--- src/rtl/regfile_wr_arbiter.sv ---
// regfile_wr_arbiter: shares the regfile write port, WB priority over a debug FIFO drained on idle cycles, stall on starvation; REGARB_STATS_EN builds conflict_cnt
module regfile_wr_arbiter #(
  parameter int BUS_WIDTH  = 32,
  parameter int FIFO_DEPTH = 4,
  parameter int MAX_WAIT   = 8
) (
  input  logic                 clk,
  input  logic                 rst,
  input  logic                 wb_wr,
  input  logic [4:0]           wb_addr,
  input  logic [BUS_WIDTH-1:0] wb_data,
  input  logic                 dbg_valid,
  output logic                 dbg_ready,
  input  logic [4:0]           dbg_addr,
  input  logic [BUS_WIDTH-1:0] dbg_data,
  output logic                 rf_wr,
  output logic [4:0]           rf_addr,
  output logic [BUS_WIDTH-1:0] rf_data,
  output logic                 stall_req,
  output logic                 dbg_grant,
  output logic [15:0]          conflict_cnt
);
  localparam int AW = $clog2(FIFO_DEPTH);
  localparam logic [7:0] MW = 8'(MAX_WAIT);
  logic [4:0]           addr_mem [FIFO_DEPTH];
  logic [BUS_WIDTH-1:0] data_mem [FIFO_DEPTH];
  logic [AW:0]          wr_ptr, rd_ptr;
  logic [7:0]           wait_cnt, wait_nxt;
  logic                 empty, full, push, pop, blocked;
  logic [4:0]           head_addr;
  assign empty     = wr_ptr == rd_ptr;
  assign full      = (wr_ptr[AW] != rd_ptr[AW]) && (wr_ptr[AW-1:0] == rd_ptr[AW-1:0]);
  assign dbg_ready = !rst && !full;
  assign push      = dbg_valid && dbg_ready;
  assign pop       = !rst && !wb_wr && !empty;
  assign blocked   = !empty && wb_wr;
  assign dbg_grant = pop;
  assign head_addr = addr_mem[rd_ptr[AW-1:0]];
  assign rf_wr     = !rst && (wb_wr || (pop && head_addr != 5'd0));
  assign rf_addr   = wb_wr ? wb_addr : head_addr;
  assign rf_data   = wb_wr ? wb_data : data_mem[rd_ptr[AW-1:0]];
  assign wait_nxt  = pop ? 8'd0 : (blocked && wait_cnt != MW) ? wait_cnt + 8'd1 : wait_cnt;
  always_ff @(posedge clk or posedge rst) begin
    if (rst) begin
      wr_ptr    <= '0;
      rd_ptr    <= '0;
      wait_cnt  <= '0;
      stall_req <= 1'b0;
    end else begin
      wr_ptr    <= wr_ptr + (AW+1)'(push);
      rd_ptr    <= rd_ptr + (AW+1)'(pop);
      wait_cnt  <= wait_nxt;
      stall_req <= !pop && (stall_req || wait_nxt == MW);
    end
  end
  always_ff @(posedge clk) begin
    if (push) begin
      addr_mem[wr_ptr[AW-1:0]] <= dbg_addr;
      data_mem[wr_ptr[AW-1:0]] <= dbg_data;
    end
  end
`ifdef REGARB_STATS_EN
  logic [15:0] conf;
  always_ff @(posedge clk or posedge rst) begin
    if (rst) conf <= '0;
    else conf <= (blocked && conf != 16'hFFFF) ? conf + 16'd1 : conf;
  end
  assign conflict_cnt = conf;
`else
  assign conflict_cnt = 16'h0;
`endif
endmodule

--- config.mk ---
export PLATFORM = sky130hd
export DESIGN_NAME = regfile_wr_arbiter
export DESIGN_NICKNAME = d
export VERILOG_FILES = /design/src/rtl/regfile_wr_arbiter.sv
export SDC_FILE = /design/constraint.sdc
export NUM_CORES = 1
export LEC_CHECK = 0
export ABC_AREA = 1
export BUFFER_PORTS_ARGS = -buffer_cell sky130_fd_sc_hd__buf_2
export CORE_ASPECT_RATIO = 2
export CORE_MARGIN = 5
export CORE_UTILIZATION = 50
export DETAILED_ROUTE_END_ITERATION = 6
export HOLD_SLACK_MARGIN = 0.05
export PLACE_DENSITY = 0.78
export SLEW_MARGIN = 15
export SYNTH_ARGS = -nofsm -noshare
export SYNTH_HDL_FRONTEND = slang
export SYNTH_SLANG_ARGS = --single-unit
export TNS_END_PERCENT = 5
--- constraint.sdc ---
create_clock -name clk -period 4 [get_ports clk]
set_input_delay 0.8 -clock clk [delete_from_list [all_inputs] [get_ports clk]]
set_output_delay 0.8 -clock clk [all_outputs]
set_load 0.1 [all_outputs]
== Yosys cells after proc, flatten, opt, wreduce, memory -nomap -nowiden ==
Memory sizes are Yosys's and may differ from the RTL's.
Index checks and enable logic that the tools add are counted.
Word-level totals
  bits in registers: 15
  bits in writable memories: 148
  bits of input ports: 78
  output and inout port bits: 57
  logic and storage cells: 38
  memories kept: 2
Memory list
  data_mem: words 4, bits a word 32, rd ports 1, clocked after memory_dff 0, write ports 1, line 26  | logic [BUS_WIDTH-1:0] data_mem [FIFO_DEPTH];
  addr_mem: words 4, bits a word 5, rd ports 1, clocked after memory_dff 0, write ports 1, line 25  | logic [4:0] addr_mem [FIFO_DEPTH];
Operators by class
  add/sub/neg operators: 3
  equality and inequality tests: 5
  mux-type cells: 6
  reductions and logical operators: 18
Operators with widths (number)
  2-to-1 mux 32 bit: 1
  2-to-1 mux 8 bit: 2
  logical AND 1 bit: 10
  adder 8 x 1 -> 8 bit (second input constant): 1
  equality test 8 x 4 -> 1 bit (second input constant): 1
  inequality test 8 x 4 -> 1 bit (second input constant): 1
  adder 3 x 1 -> 3 bit: 2
  zero test 1 bit: 5
  2-to-1 mux 5 bit: 1
  nonzero test 5 bit: 1
  equality test 3 bit: 1
  equality test 2 bit: 1
  logical OR 1 bit: 2
  2-to-1 mux 1 bit: 2
  inequality test 1 bit: 1

== Logic depth before layout (Yosys ltp) ==
  depth in word-level cells: 9
  gate-level depth with buffers: 13
  depth with buffers taken out: 12

== Worst setup path after synthesis ==
Ideal clock, no wire load.
  path type: input -> register
  from: input port rst
  to: memory addr_mem[2][0], enable pin
  library setup time: 0.477 ns
  arrival: 4.845 ns
  slack: -1.323 ns
  stages: 5
  buffers on the path: 0
  path through: inv_1 o21ai_0 inv_1 nand2_1 nor3_1
On the way
  cells in the longest elaborated chain, start to end: 5
RTL lines
  start, declared: line 8  | input logic rst,
  zero test 1 bit (no source line)
  logical AND 1 bit: line 33  | assign dbg_ready = !rst && !full;
  named net dbg_ready: line 13  | output logic dbg_ready,
  logical AND 1 bit: line 34  | assign push = dbg_valid && dbg_ready;
  2-to-1 mux 1 bit: line 57  | if (push) begin
  2-to-1 mux 1 bit (not written as such): line 58  | addr_mem[wr_ptr[AW-1:0]] <= dbg_addr;
  end, declared: line 25
The timed path passes the listed nets, and every way through them passes these cells.

== Final worst setup path ==
  from: register rd_ptr[0]
  to: output port rf_data[31]
On the way
  cells in the longest elaborated chain, start to end: 2
RTL lines
  start, declared: line 27  | logic [AW:0] wr_ptr, rd_ptr;
  start signal, assigned: line 51  | rd_ptr <= rd_ptr + (AW+1)'(pop);
  memory (4 x 32 bit)
  2-to-1 mux 32 bit: line 41  | assign rf_data = wb_wr ? wb_data : data_mem[rd_ptr[AW-1:0]];
  end, declared: line 18  | output logic [BUS_WIDTH-1:0] rf_data,
No other way between the ends.

==> run metrics <==
Detailed Routing Iterations Pass 1=4; CTS Sinks=163; Critical Path Fanout Max=76; Fin. Hold Viols=0; worst hold slack=0.310 ns; final total power=6.42 mW; number of placement rows=61; share of layout cells above drive strength 1=between 20% and 30%; required time of the worst setup path=3.20 ns; die footprint=~0.017 mm²; Yosys top cell area share=63.3%; Synth Cell Area=0.00702 mm²; final wirelength=16.0 mm; DRT iter0 DRCs=around 300; met2 usage=36.3%; Layout Utilization=60.5%; biggest area consumer among synthesized cells=sky130_fd_sc_hd__edfxtp_1; portion of total power attributed to the clock network=23.3%; largest vdd supply drop=493 µV; CTS tree=built; signed area change from the synthesized netlist to the final layout=19.1%; kind of capture point of the worst setup path=output pin; hold-fix buffers at CTS=0; total number of vias=4968; flip-flop and latch count after synthesis=163; result of the run=finished clean; power per cell area=769 mW/mm²; Tot GR Track Use=19.9%; Final Instance Count excl. Fillers=942; I/O Pins=135; met1 track demand over resource in global routing=21.1%; via density per instance=5.27; leakage component of the power=3.23 nW; Post-layout nets=822; chip width=around 94 µm; number of nets still failing antenna checks after routing=0; CTS H-tree lvls=4; total cell area at the placement stage=0.00780 mm²; headroom to the max-slew limit=46.1%; post-detail-place hpwl=about 11 mm; number of antenna violations at the first check in global routing=3; count of cells resized by post-cts repair=0; synthesized instance count=623; portion of the post-synthesis area used by sequential elements=68.7%; area of the placeable core=between 0.01 and 0.015 mm²; number of global-route vias before repair=5232; Max clock buf depth=2; Port Buffers=118; ranking of synthesized cells by area=sky130_fd_sc_hd__edfxtp_1 63%, sky130_fd_sc_hd__nor2_1 9.3%, sky130_fd_sc_hd__dfrtp_1 5.4%; GR met3 Demand/Resource=4.92%; DP Cell Count=908; sequential group share of total power=34.3%; number of setup violations in the final report=0; Die Y=about 180 µm; NetSw=about 3.0 mW; clock transition at the register clock pins on the worst setup and hold paths after CTS=0.06 ns; clock period minus final worst setup slack=between 3 and 4 ns; starting density of the core=50.8%; share of the clock period used by the worst path=85.5%; pin count of the biggest net entering global routing=77; fraction of power spent switching nets=46.0%; pin slew with the least headroom to its limit=0.809 ns; CP Data Arrival Time=2.62 ns; global-route wire length before repair=25.5 mm; setup repair after global routing missed its margin=no; Critical Path Source Type=flip-flop; number of CTS-inserted buffers=17; DRC viols=0; weighted congestion reported at the end of routability-driven placement=0.838; setup clock skew after layout=0.00742 ns; internal cell power=between 3 and 4 mW; relative contribution of combinational cells to total power=42.4%; grt ovf=0; class of the most critical hold timing path=in -> async; Clock Root Buffer=sky130_fd_sc_hd__clkbuf_16; warnings from Yosys=0; insertion delay of the later-clocked pin in the worst-skew pair=0.42 ns; routed wire length per instance=17.0 µm; top achievable clock speed=approximately 290 MHz; worst setup path class=reg -> out; fin. max-slew vios=0; number of maximum-capacitance constraint violations=0; Post-Layout Inst Area=0.00836 mm²; Top Usage Layer GRT=met2; average size of a mapped cell=11.3 µm²; number of distinct standard cells referenced by the synthesized netlist=29; setup bufs post-CTS=0
==> path summary, 6_finish.rpt <==
check	from	to	slack (ns)	cells past startpoint
max	rd_ptr[0]	rf_data[31]	0.58	6
min	rst	stall_req	0.31	2
max reg2reg	rd_ptr[0]	data_mem[2][25]	1.23	9
min reg2reg	wr_ptr[2]	wr_ptr[2]	0.49	1
max in group asynchronous	rst	wait_cnt[7]	3.22	3
min in group clk	wr_ptr[2]	wr_ptr[2]	0.49	1
==> per-layer routing <==
| metal | share of wire, % | vias up |
|---|---|---|
| li1 | - | 2373 |
| met1 | 37 | 2396 |
| met2 | 56 | 161 |
| met3 | 5.0 | 36 |
| met4 | 2.4 | 2 |
| met5 | 0.044 | - |
==> through the flow <==
stage	setup slack [ns]	setup TNS [ns]
global route	0.446	0
detailed placement	0.661	0
floorplan	-0.258	-38.62
CTS	0.580	0
finish	0.581	0
global placement	0.718	0
==> synthesized netlist by cell type, drive strengths merged <==
cell type  instances
o21ai             73
xnor2              1
a32o               4
nor2             175
buf               39
nor3               7
nand2             51
nand3             15
inv               29
nand4              7
a31oi             32
clkbuf            11
o22ai              1
dfrtp             15
a21oi              6
edfxtp           148
conb               1
xor2               2
ha                 6
==> cell families after synthesis <==
| kind of cell | Yosys count | synth area share, % |
|---|---|---|
| buffers and inverters | 79 | 5.60 |
| adder cells (fa/ha/maj) | 6 | 1.07 |
| XOR/XNOR | 3 | 0.375 |
| AND/OR/NAND/NOR | 255 | 15.0 |
| other | 1 | 0.0535 |
| flip-flops | 163 | 68.7 |
| AO/OA/AOI/OAI | 116 | 9.20 |
==> final cells by class <==
| type | count | area, µm² |
|---|---|---|
| repair buffers | 131 | 726 |
| multi-input cells | 396 | 1900 |
| fillers | 1062 | 5460 |
| clock buffers | 18 | 429 |
| flip-flops and latches | 163 | 4820 |
| clock inverters | 14 | 120 |
| inverters | 29 | 114 |
| well taps | 189 | 236 |
| diodes | 2 | 5.00 |
==> worst max-delay path: stages, from the launching register on <==
cell                      delay (ns)
sky130_fd_sc_hd__dfrtp_2        0.37
sky130_fd_sc_hd__buf_4          0.63
sky130_fd_sc_hd__nor2_1         0.13
sky130_fd_sc_hd__nor2_1         0.10
sky130_fd_sc_hd__o21ai_0        0.09
sky130_fd_sc_hd__a31oi_1        0.37
sky130_fd_sc_hd__buf_2          0.50
==> registers in the layout (all words and copies together), names as in the netlist <==
register	cells
wait_cnt	8
wr_ptr	3
rd_ptr	3
data_mem	128
stall_req	1
addr_mem	20
==> cell usage in the layout, fill, tap and decap left out, drive strengths merged, types with 7 or more instances in the layout <==
master / Yosys / routed
inv: 29 / 35
buf: 39 / 131
nor2: 175 / 175
o21ai: 73 / 73
nand4: 7 / 7
conb: 1 / 16
edfxtp: 148 / 148
a31oi: 32 / 32
dfrtp: 15 / 15
nand3: 15 / 15
nand2: 51 / 51
nor3: 7 / 7
clkbuf: 11 / 18
==> power groups by stage <==
stage	logic [mW]	clock network [mW]	registers (mW)
after detailed placement	2.72	0	2.24
after global routing	2.93	1.59	2.22
after floorplan	2.19	0	2.24
after global placement	2.67	0	2.22
after CTS	2.74	1.51	2.20
final	2.73	1.50	2.20
Power figures use the tool's default switching activity.
